==> src/rtl/fetch_bus_if.sv <==
// ---------------------------------------------------------------------------
// fetch_bus_if
//
// Instruction-fetch bus interface. It sits between the program counter and
// the IF pipeline register. Each fetch request goes one of two ways:
//   - a zero-wait read from the scratch-pad memory (SPM), when the top three
//     address bits select the SPM region, or
//   - an arbitrated transaction on the shared external bus:
//     request, then grant, then a one-cycle address strobe, then ready.
// While a bus word is outstanding, busy stalls the pipeline. A word that
// completes while the pipeline is stalled is parked in rd_buf_q. This lets
// the IF register capture it exactly once when the stall lifts.
//
// Ports
//   clk          clock
//   reset        asynchronous reset, active low
//   stall        pipeline stall
//   flush        pipeline flush (suppresses new accesses while in IDLE)
//   busy         access pending, stalls the pipeline
//   addr         fetch word address
//   as_          access strobe, active low
//   rw           1 = read, 0 = write
//   wr_data      write data
//   rd_data      instruction word to the IF register
//   spm_rd_data  SPM read data
//   spm_addr     SPM word address (low SPM_ADDR_W bits of addr)
//   spm_as_      SPM strobe, active low, combinational
//   spm_rw       SPM read/write
//   spm_wr_data  SPM write data
//   bus_req_     bus request, active low, registered
//   bus_grnt_    bus grant, active low
//   bus_addr     bus address, registered
//   bus_as_      bus address strobe, active low, registered
//   bus_rw       bus read/write, registered
//   bus_wr_data  bus write data, registered
//   bus_rd_data  bus read data
//   bus_rdy_     bus ready, active low
// ---------------------------------------------------------------------------
module fetch_bus_if #(
    parameter int         ADDR_W     = 30,
    parameter int         DATA_W     = 32,
    parameter int         SPM_ADDR_W = 12,
    parameter logic [2:0] SPM_REGION = 3'b011
) (
    input  logic                  clk,
    input  logic                  reset,
    input  logic                  stall,
    input  logic                  flush,
    output logic                  busy,
    input  logic [ADDR_W-1:0]     addr,
    input  logic                  as_,
    input  logic                  rw,
    input  logic [DATA_W-1:0]     wr_data,
    output logic [DATA_W-1:0]     rd_data,
    input  logic [DATA_W-1:0]     spm_rd_data,
    output logic [SPM_ADDR_W-1:0] spm_addr,
    output logic                  spm_as_,
    output logic                  spm_rw,
    output logic [DATA_W-1:0]     spm_wr_data,
    output logic                  bus_req_,
    input  logic                  bus_grnt_,
    output logic [ADDR_W-1:0]     bus_addr,
    output logic                  bus_as_,
    output logic                  bus_rw,
    output logic [DATA_W-1:0]     bus_wr_data,
    input  logic [DATA_W-1:0]     bus_rd_data,
    input  logic                  bus_rdy_
);

    typedef enum logic [1:0] {
        IDLE   = 2'd0,
        REQ    = 2'd1,
        ACCESS = 2'd2,
        STALL  = 2'd3
    } state_e;

    state_e              state_q,       state_d;
    logic                bus_req_q,     bus_req_d;
    logic                bus_as_q,      bus_as_d;
    logic                bus_rw_q,      bus_rw_d;
    logic [ADDR_W-1:0]   bus_addr_q,    bus_addr_d;
    logic [DATA_W-1:0]   bus_wr_data_q, bus_wr_data_d;
    logic [DATA_W-1:0]   rd_buf_q,      rd_buf_d;

    logic                request;
    logic                spm_hit;

    // A flush turns the current fetch slot into a NOP, so it masks the strobe.
    assign request = ~as_ & ~flush;
    assign spm_hit = (addr[ADDR_W-1 -: 3] == SPM_REGION);

    // The SPM address and data paths are plain wires. Only the strobe is
    // qualified, and that happens in the FSM below.
    assign spm_addr    = addr[SPM_ADDR_W-1:0];
    assign spm_rw      = rw;
    assign spm_wr_data = wr_data;

    assign bus_req_    = bus_req_q;
    assign bus_as_     = bus_as_q;
    assign bus_rw      = bus_rw_q;
    assign bus_addr    = bus_addr_q;
    assign bus_wr_data = bus_wr_data_q;

    // State and bus-side registers. An asynchronous reset drops any
    // handshake in flight and releases the bus immediately.
    always_ff @(posedge clk or negedge reset) begin
        if (!reset) begin
            state_q       <= IDLE;
            bus_req_q     <= 1'b1;
            bus_as_q      <= 1'b1;
            bus_rw_q      <= 1'b1;
            bus_addr_q    <= '0;
            bus_wr_data_q <= '0;
            rd_buf_q      <= '0;
        end else begin
            state_q       <= state_d;
            bus_req_q     <= bus_req_d;
            bus_as_q      <= bus_as_d;
            bus_rw_q      <= bus_rw_d;
            bus_addr_q    <= bus_addr_d;
            bus_wr_data_q <= bus_wr_data_d;
            rd_buf_q      <= rd_buf_d;
        end
    end

    // Next-state and output logic. rd_data is 0 in every slot that carries
    // no valid word. The IF register therefore sees a NOP on flushes and on
    // idle cycles.
    always_comb begin
        state_d       = state_q;
        bus_req_d     = bus_req_q;
        bus_as_d      = bus_as_q;
        bus_rw_d      = bus_rw_q;
        bus_addr_d    = bus_addr_q;
        bus_wr_data_d = bus_wr_data_q;
        rd_buf_d      = rd_buf_q;
        busy          = 1'b0;
        rd_data       = '0;
        spm_as_       = 1'b1;

        unique case (state_q)
            IDLE: begin
                if (request) begin
                    if (spm_hit) begin
                        spm_as_ = 1'b0;
                        rd_data = spm_rd_data;
                    end else begin
                        busy          = 1'b1;
                        bus_req_d     = 1'b0;
                        bus_addr_d    = addr;
                        bus_rw_d      = rw;
                        bus_wr_data_d = wr_data;
                        state_d       = REQ;
                    end
                end
            end

            REQ: begin
                busy = 1'b1;
                if (!bus_grnt_) begin
                    bus_as_d = 1'b0;
                    state_d  = ACCESS;
                end
            end

            ACCESS: begin
                // The strobe was asserted on entry. Releasing it here
                // unconditionally keeps it exactly one cycle wide, however
                // long the slave takes to answer.
                bus_as_d = 1'b1;
                if (bus_rdy_) begin
                    busy = 1'b1;
                end else begin
                    rd_data   = bus_rd_data;
                    rd_buf_d  = bus_rd_data;
                    bus_req_d = 1'b1;
                    state_d   = stall ? STALL : IDLE;
                end
            end

            STALL: begin
                rd_data = rd_buf_q;
                if (!stall) begin
                    state_d = IDLE;
                end
            end

            default: begin
                state_d = IDLE;
            end
        endcase
    end

endmodule

==> config.mk <==
export PLATFORM = sky130hd
export DESIGN_NAME = fetch_bus_if
export DESIGN_NICKNAME = d
export VERILOG_FILES = /design/src/rtl/fetch_bus_if.sv
export SDC_FILE = /design/constraint.sdc
export NUM_CORES = 1
export LEC_CHECK = 0
export CORE_MARGIN = 1.5
export CORE_UTILIZATION = 35
export CTS_CLUSTER_SIZE = 20
export DETAILED_ROUTE_END_ITERATION = 7
export PLACE_DENSITY = 0.78
export SLEW_MARGIN = 20
export SYNTH_ARGS = -nofsm -noshare
export SYNTH_HDL_FRONTEND = slang
export SYNTH_SLANG_ARGS = --single-unit
==> constraint.sdc <==
create_clock -name clk -period 1.9 [get_ports clk]
set_input_delay 0.285 -clock clk [delete_from_list [all_inputs] [get_ports clk]]
set_output_delay 0.285 -clock clk [all_outputs]
set_load 0.1 [all_outputs]
; ---- Word-level counts from Yosys, hierarchy flattened
; Cells that the tools add are included.
; Widths: inputs -> output; s select.
[op_classes]
n_eq_ne = 9
mux = 23
bitwise = 5
reduce_logical = 8
[ops]
columns = op, n
row1 = $mux 32, 3
row2 = $pmux 32 s3, 1
row3 = $mux 2, 6
row4 = $ne 2x2->1 const B, 5
row5 = $mux 1, 9
row6 = $pmux 2 s4, 1
row7 = $reduce_and 5->1, 1
row8 = $eq 2x2->1 const B, 2
row9 = $not 1->1, 4
row10 = $pmux 1 s2, 2
row11 = $reduce_and 2->1, 2
row12 = $reduce_and 4->1, 1
row13 = $reduce_bool 2->1, 2
row14 = $eq 3x2->1 const B, 1
row15 = $pmux 1 s3, 1
row16 = $reduce_and 3->1, 1
row17 = $eq 2x1->1 const B, 1
row18 = $logic_not 2->1, 1
row19 = $and 1x1->1, 1
[word_totals]
register_bits = 99
output_inout_bits = 144
word_cells = 52
input_bits = 134

; ---- Longest topological paths before layout
; Gate-level depths: netlist (run 1).
[logic_depth]
ltp_word = 4
ltp_mapped = 6
mapped_depth_nobuf = 3

; ---- Least setup slack after synthesis (run 1)
; No wires, ideal clock.
[synth_path]
path_type = reg-to-output
start = register state_q[0]
end = output port rd_data[21]
n_path_buf = 3
stages_incl_launch_ff = 7
arrival_ps = 2751
setup_slack_ps = -1136
t_required_ps = 1615
cell_sequence = dfrtp_1 clkbuf_1 nor3b_1 clkbuf_1 buf_2 a22oi_1 o2bb2ai_1
[synth_via]
elab_chain_len = 2
word_cells_on_any_way = 4
classes_between = eq/ne (2) / mux (1) / reduce/logical (1)
[synth_lines]
columns = item, line
row1 = "start, declared", 77  ; state_e state_q, state_d;
row2 = "start signal, assigned", 116  ; state_q <= state_d;
row3 = $eq 2x2->1 / $logic_not 2->1 (equally long branches), 141  ; unique case (state_q)
row4 = $pmux 32 s3 (*), 141
row5 = "end, declared", 54  ; output logic [DATA_W-1:0] rd_data,
; Mark *: on every way between the ends. The rest lies on a longest branch, timed or not.

; ---- Final worst setup path (run 1)
[layout_path]
start = register state_q[1]
end = output port rd_data[9]
; Same word-level chain as after synthesis.

==> results.tsv, run 1 <==
metric	value	unit
netlist_instances	358	
maxSlewViolCount	0	
place_ws	-616	ps
outcome	finished, violations left	
cts_root_buf	clkbuf_16	
grt_pass1_vias	4379	
final_common_cell	clkdlybuf4s50_1	
cp-start-kind	flip-flop	
arrival	2130	ps
core_area	13300	µm²
dr.first_iter.drc_count	126	
h-tree-depth	3	
rsz0062_at_grt	true	
drt-wirelength-per-cell	19.5	µm
fmax	0.414	GHz
cp.required	1620	ps
placed_cells	765	
ys_types	27	
cp_max_fo	5	
skew	7.74	ps
syn_to_final_growth	97.2	%
vias_per_cell	4.89	
fp-row-count	42	
n_antenna_cell	0	
wl	15800	µm
fin_crit	2420	ps
ios	278	
setup_violations	97	
violations	negative setup slack	
place_congestion	0.744	
crit_start	state_q[1]	
grt_pass1_wl	23800	µm
relSlewSlack	0.547	
die-width	120	µm
hold_viol	0	
maxCapViolCount	0	
die_y	120	µm
nFillCells	856	
path_clk_slew	70	ps
syn_area_per_cell	13.4	µm²
fin_ws	-516	ps
synth_edf_count	0	
drive_above_1_share	0.556	
cts.path.max_buffers	2	
fin_crit_sh	1.27	
cts.sinks	99	
grt_start_max_net_pins	40	
syn_nets	492	
setup_tns	-36670	ps
dominantRegCellSynth	dfrtp_1	
cts_made_buffers	9	
insertion_delay	350	ps
grt.total_usage	0.214	
globalRoute.totalOverflow	0	
drc	0	
cp-end-kind	output pin	
firstDrtPassIters	4	
final_cell_mix	clkdlybuf4s50_1 (132), dfrtp_1 (94), buf_12 (90)	
initial_core_util	0.360	
cts_tree	done	
layout.nets	764	
antenna_left	0	
r2r-start	state_q[1]	
layout.cells.non_filler	811	
tightest_slew	678	ps
ys_warn_count	0	
antenna_found_initial	0	
async_reset_ff_frac	1.00	
synth-seq-cells	99	
post-dp-hpwl	11100	µm
io_buffers	277	
dieArea	14400	µm²
ys_seq_area_frac	0.518	
vias	3966	
critPathKind	reg -> out	
hp-class	in -> async	
syn_area	4790	µm²
==> critical path, stage by stage (launching register included) <==
cell and delay [ps]:
dfrtp_2 420, or4_4 540, nor3_4 180, buf_6 180, buf_12 140, o2bb2ai_4 130
buf_12 190
==> cell usage after synthesis (2+ instances only) <==
| library cell | instances | area (µm²) |
|---|---|---|
| a21oi_1 | 4 | 20.0 |
| a22o_1 | 59 | 517 |
| a22oi_1 | 3 | 22.5 |
| buf_2 | 3 | 15.0 |
| buf_4 | 45 | 338 |
| buf_6 | 9 | 101 |
| clkbuf_1 | 12 | 45.0 |
| dfrtp_1 | 96 | 2400 |
| dfstp_2 | 3 | 78.8 |
| inv_1 | 3 | 11.3 |
| mux2_2 | 92 | 1040 |
| nand2_1 | 3 | 11.3 |
| nor2_1 | 5 | 18.8 |
| nor2b_1 | 4 | 25.0 |
| nor3_1 | 2 | 10.0 |
| o22a_1 | 2 | 17.5 |
| o2bb2ai_1 | 3 | 26.3 |
==> layout make-up <==
type | count | area, µm² | area share
Tap cell | 176 | 220 | 0.0233
Clock buffer | 11 | 253 | 0.0267
Clock inverter | 5 | 85.1 | 0.00900
Timing Repair Buffer | 331 | 4210 | 0.445
Multi-Input combinational cell | 186 | 2190 | 0.232
Inverter | 3 | 11.3 | 0.00119
Sequential cell | 99 | 2480 | 0.263
==> final timing paths <==
check | endpoint | slack [ps] | cells past startpoint
max in group asynchronous | bus_wr_data[24] | 900 | 3
hold / removal | bus_addr[2] | 400 | 2
setup / recovery | rd_data[9] | -520 | 6
min in group clk | bus_addr[27] | 500 | 1
hold reg to reg | bus_addr[27] | 500 | 1
setup reg to reg | bus_addr[15] | -420 | 8
==> per-stage QoR <==
stage | utilization | hold WS (ps) | area, µm²
after global routing | 0.711 | 436 | 9450
after CTS | 0.696 | 410 | 9260
final | 0.711 | 401 | 9450
after detailed placement | 0.638 | 243 | 8490
after floorplan | - | -10.6 | 5100
after global placement | 0.638 | 237 | 8490
==> state kept, by name, indices dropped and copies added, names as in the netlist <==
signal and count:
bus_wr_data 32, bus_addr 30, bus_as_ 1, rd_buf_q 32
bus_req_ 1, bus_rw 1, state_q 2
==> logic make-up (layout without fill, tap and decap cells) <==
family | Yosys count | after routing | share of synthesized area
multiplexers | 92 | 92 | 0.216
AND/OR/NAND/NOR | 20 | 20 | 0.0282
AO/OA/AOI/OAI | 74 | 74 | 0.131
flip-flops | 99 | 99 | 0.518
buffers and inverters | 73 | 350 | 0.107
==> per-layer routing <==
layer  vias to the layer above  GRT usage  routed length, µm
met5                         -          0                  0
met4                         0     0.0766                359
met3                        27     0.0570               1010
met2                       162      0.384               8330
met1                      1956      0.245               6110
li1                       1821          -                  -
==> repair_timing <==
item / 4_1_cts / 5_1_grt
gates cloned: 8 / 4
gates resized for setup: 27 / 23
endpoints found under the hold margin: 24 / 0
pin swaps: 3 / 8
hold buffers: 1 / 0
setup endpoints to repair: 94 / 127
buffers inserted: 13 / 6
Power of run 1 is not shown: default switching activity piles up to over one toggle a cycle in this logic, so the estimate is an artifact.
==> inputs of run 2 (changes only) <==
--- a/config.mk
+++ b/config.mk
@@ -10,7 +10,7 @@
 export CTS_CLUSTER_SIZE = 20
 export DETAILED_ROUTE_END_ITERATION = 7
 export PLACE_DENSITY = 0.78
-export SLEW_MARGIN = 20
+export REMOVE_ABC_BUFFERS = 1
 export SYNTH_ARGS = -nofsm -noshare
 export SYNTH_HDL_FRONTEND = slang
 export SYNTH_SLANG_ARGS = --single-unit
==> run 2 against run 1 <==
Effect of this change:
- the flow finishes with violations (negative hold slack, negative setup slack)
- clock skew decreased by 3.5 ps
- die area unchanged
- non-clock buffer count decreased by 8
- fmax decreased by 3.6%
- core utilization decreased by 2.3 points
- worst setup slack got worse by 90 ps
- largest cell class unchanged
- first-iteration DRC count increased by 48%
- critical path depth increased by 5
- flip-flop and latch count unchanged
==> results.tsv, run 2 (same netlist as run 1, synthesis figures left out) <==
metric	value	unit	change
outcome	finished, violations left		unchanged
violations	negative hold slack, negative setup slack		was negative setup slack
skew	4.23	ps	was 7.74 ps
firstDrtPassIters	4		unchanged
cts.sinks	99		unchanged
drc	0		unchanged
wl	16000	µm	was 15800 µm
drt-wirelength-per-cell	20.0	µm	was 19.5 µm
tightest_slew	681	ps	was 678 ps
relSlewSlack	0.545		was 0.547
final_cell_mix	clkdlybuf4s50_1 (132), dfrtp_1 (95), buf_12 (91)		was clkdlybuf4s50_1 (132), dfrtp_1 (94), buf_12 (90)
initial_core_util	0.360		unchanged
antenna_left	0		unchanged
n_antenna_cell	0		unchanged
design_area	9150	µm²	was 9450 µm²
cts_tree	done		unchanged
post-dp-hpwl	10700	µm	was 11100 µm
die-width	120	µm	unchanged
io_buffers	277		unchanged
hold_viol	8		was 0
grt.total_usage	0.213		was 0.214
fin_ws	-606	ps	was -516 ps
grt_pass1_wl	23600	µm	was 23800 µm
fin_crit_sh	1.32		was 1.27
rr_worst_depth	11		was 8
placed_area	8150	µm²	was 8490 µm²
grt_pass1_vias	4348		was 4379
antenna_found_initial	0		unchanged
final_common_cell	clkdlybuf4s50_1		unchanged
rsz0062_at_grt	true		unchanged
cp-end-kind	flip-flop		was output pin
core_area	13300	µm²	unchanged
grt_start_max_net_pins	100		was 40
die_y	120	µm	unchanged
cts.path.max_buffers	2		unchanged
cts_root_buf	clkbuf_16		unchanged
fp-row-count	42		unchanged
globalRoute.totalOverflow	0		unchanged
fin_crit	2510	ps	was 2420 ps
insertion_delay	350	ps	about the same
cp.required	2130	ps	was 1620 ps
hold_ws	-9.87	ps	was 401 ps
dr.first_iter.drc_count	187		was 126
maxCapViolCount	0		unchanged
dieArea	14400	µm²	unchanged
h-tree-depth	3		unchanged
vias	3989		was 3966
fmax	0.399	GHz	was 0.414 GHz
arrival	2740	ps	was 2130 ps
ios	278		unchanged
vias_per_cell	4.97		was 4.89
place_congestion	0.809		was 0.744
drive_above_1_share	0.517		was 0.556
cp-start-kind	flip-flop		unchanged
cp_max_fo	6		was 5
syn_to_final_growth	90.9	%	was 97.2%
maxSlewViolCount	0		unchanged
hp-class	in -> async		unchanged
critPathKind	reg -> reg		was reg -> out
cts_made_buffers	9		unchanged
path_clk_slew	70	ps	about the same
layout.nets	756		was 764
setup_violations	97		unchanged
run 2: changes by cell type in the layout (fill, tap and decap cells not counted), moves of 4 or more:
| cell | change |
|---|---|
| a22o_1 | +18 |
| a22o_4 | -18 |
| buf_4 | -4 |
| buf_6 | -4 |
run 2: path summary, 6_finish.rpt:
check / from / to / slack, ps
min in group clk: bus_addr[27] / bus_addr[27] / 500
max in group asynchronous: reset / bus_rw / 1500
worst min-delay path: reset / rd_buf_q[4] / -10
worst min register to register: bus_addr[27] / bus_addr[27] / 500
worst max-delay path: state_q[1] / bus_addr[9] / -610
worst max register to register: state_q[1] / bus_addr[9] / -610
run 2: critical path: stages (launching register included):
cell and delay [ps]:
dfrtp_1 400, or4_4 570, buf_4 160, buf_6 110, buf_6 100, buf_6 100
buf_6 120, nor2_8 110, buf_12 150, buf_12 120, buf_16 120, mux2_2 330
run 2: final cells by class:
| type | count | area, µm² |
|---|---|---|
| timing repair buffer | 323 | 4120 |
| inverter | 3 | 13.8 |
| tap | 176 | 220 |
| clock buffer | 9 | 225 |
| multi-input combinational | 186 | 2010 |
| fill | 900 | 4150 |
| sequential | 99 | 2480 |
| clock inverter | 7 | 75.1 |
run 2: layer usage:
metal | part of all wire | up-vias | track usage
met5 | 0 | - | 0
met1 | 0.36 | 1960 | 0.226
met3 | 0.077 | 31 | 0.0656
li1 | - | 1801 | -
met4 | 0.023 | 0 | 0.0774
met2 | 0.54 | 197 | 0.396
run 2: timing repair:
| item | CTS | global route |
|---|---|---|
| gates resized for setup | 28 | 42 |
| pin swaps | 14 | 5 |
| setup endpoints to repair | 123 | 126 |
| gates cloned | 7 | 2 |
| buffers inserted | 13 | 9 |
| hold buffers | 0 | 0 |
run 2: metrics by stage:
stage          cells  hold slack, ps  setup slack (ps)  utilization  setup TNS (ps)
2_1_floorplan    288           -10.6             -3750            -         -163270
3_3_place_gp     761             380              -594        0.613          -44190
3_5_place_dp     761             386              -640        0.613          -47040
4_1_cts          797            13.2              -539        0.668          -46250
5_1_grt          803            34.0              -661        0.688          -56130
6_report         803           -9.87              -606        0.688          -50650
Power of run 2 is left out for the same reason.
==> inputs of run 3 (changes only) <==
--- a/config.mk
+++ b/config.mk
@@ -5,11 +5,13 @@
 export SDC_FILE = /design/constraint.sdc
 export NUM_CORES = 1
 export LEC_CHECK = 0
-export CORE_MARGIN = 1.5
-export CORE_UTILIZATION = 35
+export CELL_PAD_IN_SITES_DETAIL_PLACEMENT = 2
+export CELL_PAD_IN_SITES_GLOBAL_PLACEMENT = 2
+export CORE_MARGIN = 10
+export CORE_UTILIZATION = 21
 export CTS_CLUSTER_SIZE = 20
 export DETAILED_ROUTE_END_ITERATION = 7
-export PLACE_DENSITY = 0.78
+export PLACE_DENSITY_LB_ADDON = 0.1
 export REMOVE_ABC_BUFFERS = 1
 export SYNTH_ARGS = -nofsm -noshare
 export SYNTH_HDL_FRONTEND = slang
==> run 3 against run 2 <==
Effect of this change:
- the run ends with negative setup slack left
- via count rose by 1.3%
- final area rose by 2.7%
- hold slack improved by 360 ps
- critical path depth fell by 5
- global-route usage fell by 7.2 points
- core utilization fell by 27 points
- clock skew rose by 6.3 ps
- fmax fell by 0.79%
- worst setup slack got worse by 20 ps
- flip-flop and latch count did not move
- count of clock-buffer cells in the layout rose by 1
- routed wire length rose by 33%
- critical path type is now reg -> out
==> results.tsv, run 3 (same netlist as run 1, synthesis figures left out) <==
metric	value	unit	change
outcome	finished, violations left		unchanged
violations	negative setup slack		was negative hold slack, negative setup slack
cp_max_fo	15		was 6
grt_pass1_wl	31200	µm	was 23600 µm
cts_tree	done		unchanged
rsz0062_at_grt	true		unchanged
arrival	2240	ps	was 2740 ps
antenna_left	0		unchanged
ff_latch_area	2480	µm²	unchanged
use_met2	0.223		was 0.396
post-dp-hpwl	15400	µm	was 10700 µm
critPathKind	reg -> out		was reg -> reg
worst_path_largest_cell_delay	580	ps	was 570 ps
dr.first_iter.drc_count	125		was 187
layout.nets	767		was 756
worstPathCellList	or4_4, nor3_4, buf_4, buf_12, a22o_1, buf_12		was or4_4, buf_4, buf_6, buf_6, buf_6, buf_6, nor2_8, buf_12, buf_12, buf_16, mux2_2
multi_input_area	2010	µm²	about the same
firstDrtPassIters	4		unchanged
fmax	0.396	GHz	was 0.399 GHz
vias	4041		was 3989
cts_made_buffers	9		unchanged
gr-usage-met1	0.163		was 0.226
fin_crit_sh	1.33		was 1.32
syn_to_final_growth	96.1	%	was 90.9%
cts_root_buf	clkbuf_16		unchanged
cp_common_cell	buf_12		was buf_6
path_clk_slew	80	ps	was 70 ps
setup_violations	97		unchanged
drt-wirelength-per-cell	23.2	µm	was 20.0 µm
nFillCells	2234		was 900
hp-class	in -> async		unchanged
die-width	171	µm	was 120 µm
regToRegSetupSlack	-560	ps	was -610 ps
hold_viol	0		was 8
grt_start_max_net_pins	56		was 100
hold_ws	349	ps	was -9.87 ps
grt.total_usage	0.141		was 0.213
cp-end-kind	output pin		was flip-flop
h-tree-depth	3		unchanged
drc	0		unchanged
tightest_slew	439	ps	was 681 ps
fin_crit	2530	ps	was 2510 ps
initial_core_util	0.212		was 0.360
insertion_delay	350	ps	about the same
dieArea	29300	µm²	was 14400 µm²
cp-start-kind	flip-flop		unchanged
ios	278		unchanged
cts.sinks	99		unchanged
globalRoute.totalOverflow	0		unchanged
fin_ws	-626	ps	was -606 ps
n_antenna_cell	0		unchanged
place_congestion	0.723		was 0.809
final_common_cell	clkdlybuf4s50_1		unchanged
io_buffers	277		unchanged
crit_slowest_cell	or4_4		unchanged
antenna_found_initial	0		unchanged
fp-row-count	55		was 42
cts.path.max_buffers	2		unchanged
vias_per_cell	4.38		was 4.97
grtUsageMet3	0.0774		was 0.0656
maxCapViolCount	0		unchanged
final_cell_mix	clkdlybuf4s50_1 (132), dfrtp_1 (95), buf_12 (95)		was clkdlybuf4s50_1 (132), dfrtp_1 (95), buf_12 (91)
drive_above_1_share	0.530		was 0.517
cp.required	1620	ps	was 2130 ps
path_buf_inv	3		was 8
grt_pass1_vias	4806		was 4348
worst_path_dominant_cell_family	simple AND/OR/NAND/NOR gates		was buffers and inverters
skew	10.5	ps	was 4.23 ps
relSlewSlack	0.707		was 0.545
wl	21400	µm	was 16000 µm
core_area	22600	µm²	was 13300 µm²
die_y	171	µm	was 120 µm
top_usage_layer	met2		unchanged
maxSlewViolCount	0		unchanged
[run 3: final cells by class]
type	count	share of cell area
Timing Repair Buffer	334	0.452
Sequential cell	99	0.264
Multi-Input combinational cell	186	0.214
Tap cell	285	0.0380
Clock buffer	10	0.0244
Clock inverter	6	0.00626
Inverter	3	0.00120
[run 3: final timing paths]
| kind | start | endpoint | cells past startpoint |
|---|---|---|---|
| setup / recovery | state_q[1] | rd_data[2] | 6 |
| hold / removal | reset | state_q[1] | 2 |
| setup reg to reg | state_q[1] | bus_addr[14] | 10 |
| hold reg to reg | rd_buf_q[0] | rd_buf_q[0] | 1 |
| max in group asynchronous | reset | bus_rw | 3 |
| min in group clk | rd_buf_q[0] | rd_buf_q[0] | 1 |
[run 3: layer usage]
layer	part of all wire	wire [µm]
met5	0	0
met2	0.47	10100
met4	0.0081	174
met1	0.40	8540
met3	0.12	2610
[run 3: through the flow]
step,cells,instance area [µm²],setup WS [ps],setup TNS [ps],utilization
4_1_cts,917,9160,-591,-50340,0.406
6_report,923,9400,-626,-50570,0.416
3_5_place_dp,874,8340,-455,-35140,0.370
2_1_floorplan,288,4290,-3750,-163270,-
3_3_place_gp,874,8340,-397,-33770,0.370
5_1_grt,923,9400,-719,-57700,0.416
[run 3: timing repair]
action                                  in CTS  in global routing
hold endpoints to repair                    10                  0
endpoints found under the setup margin     119                 99
buffers inserted                            19                  6
pin swaps                                    5                 10
hold buffers                                 1                  0
cloned                                       7                  1
gates resized for setup                     27                 27
Power of run 3 is left out for the same reason.
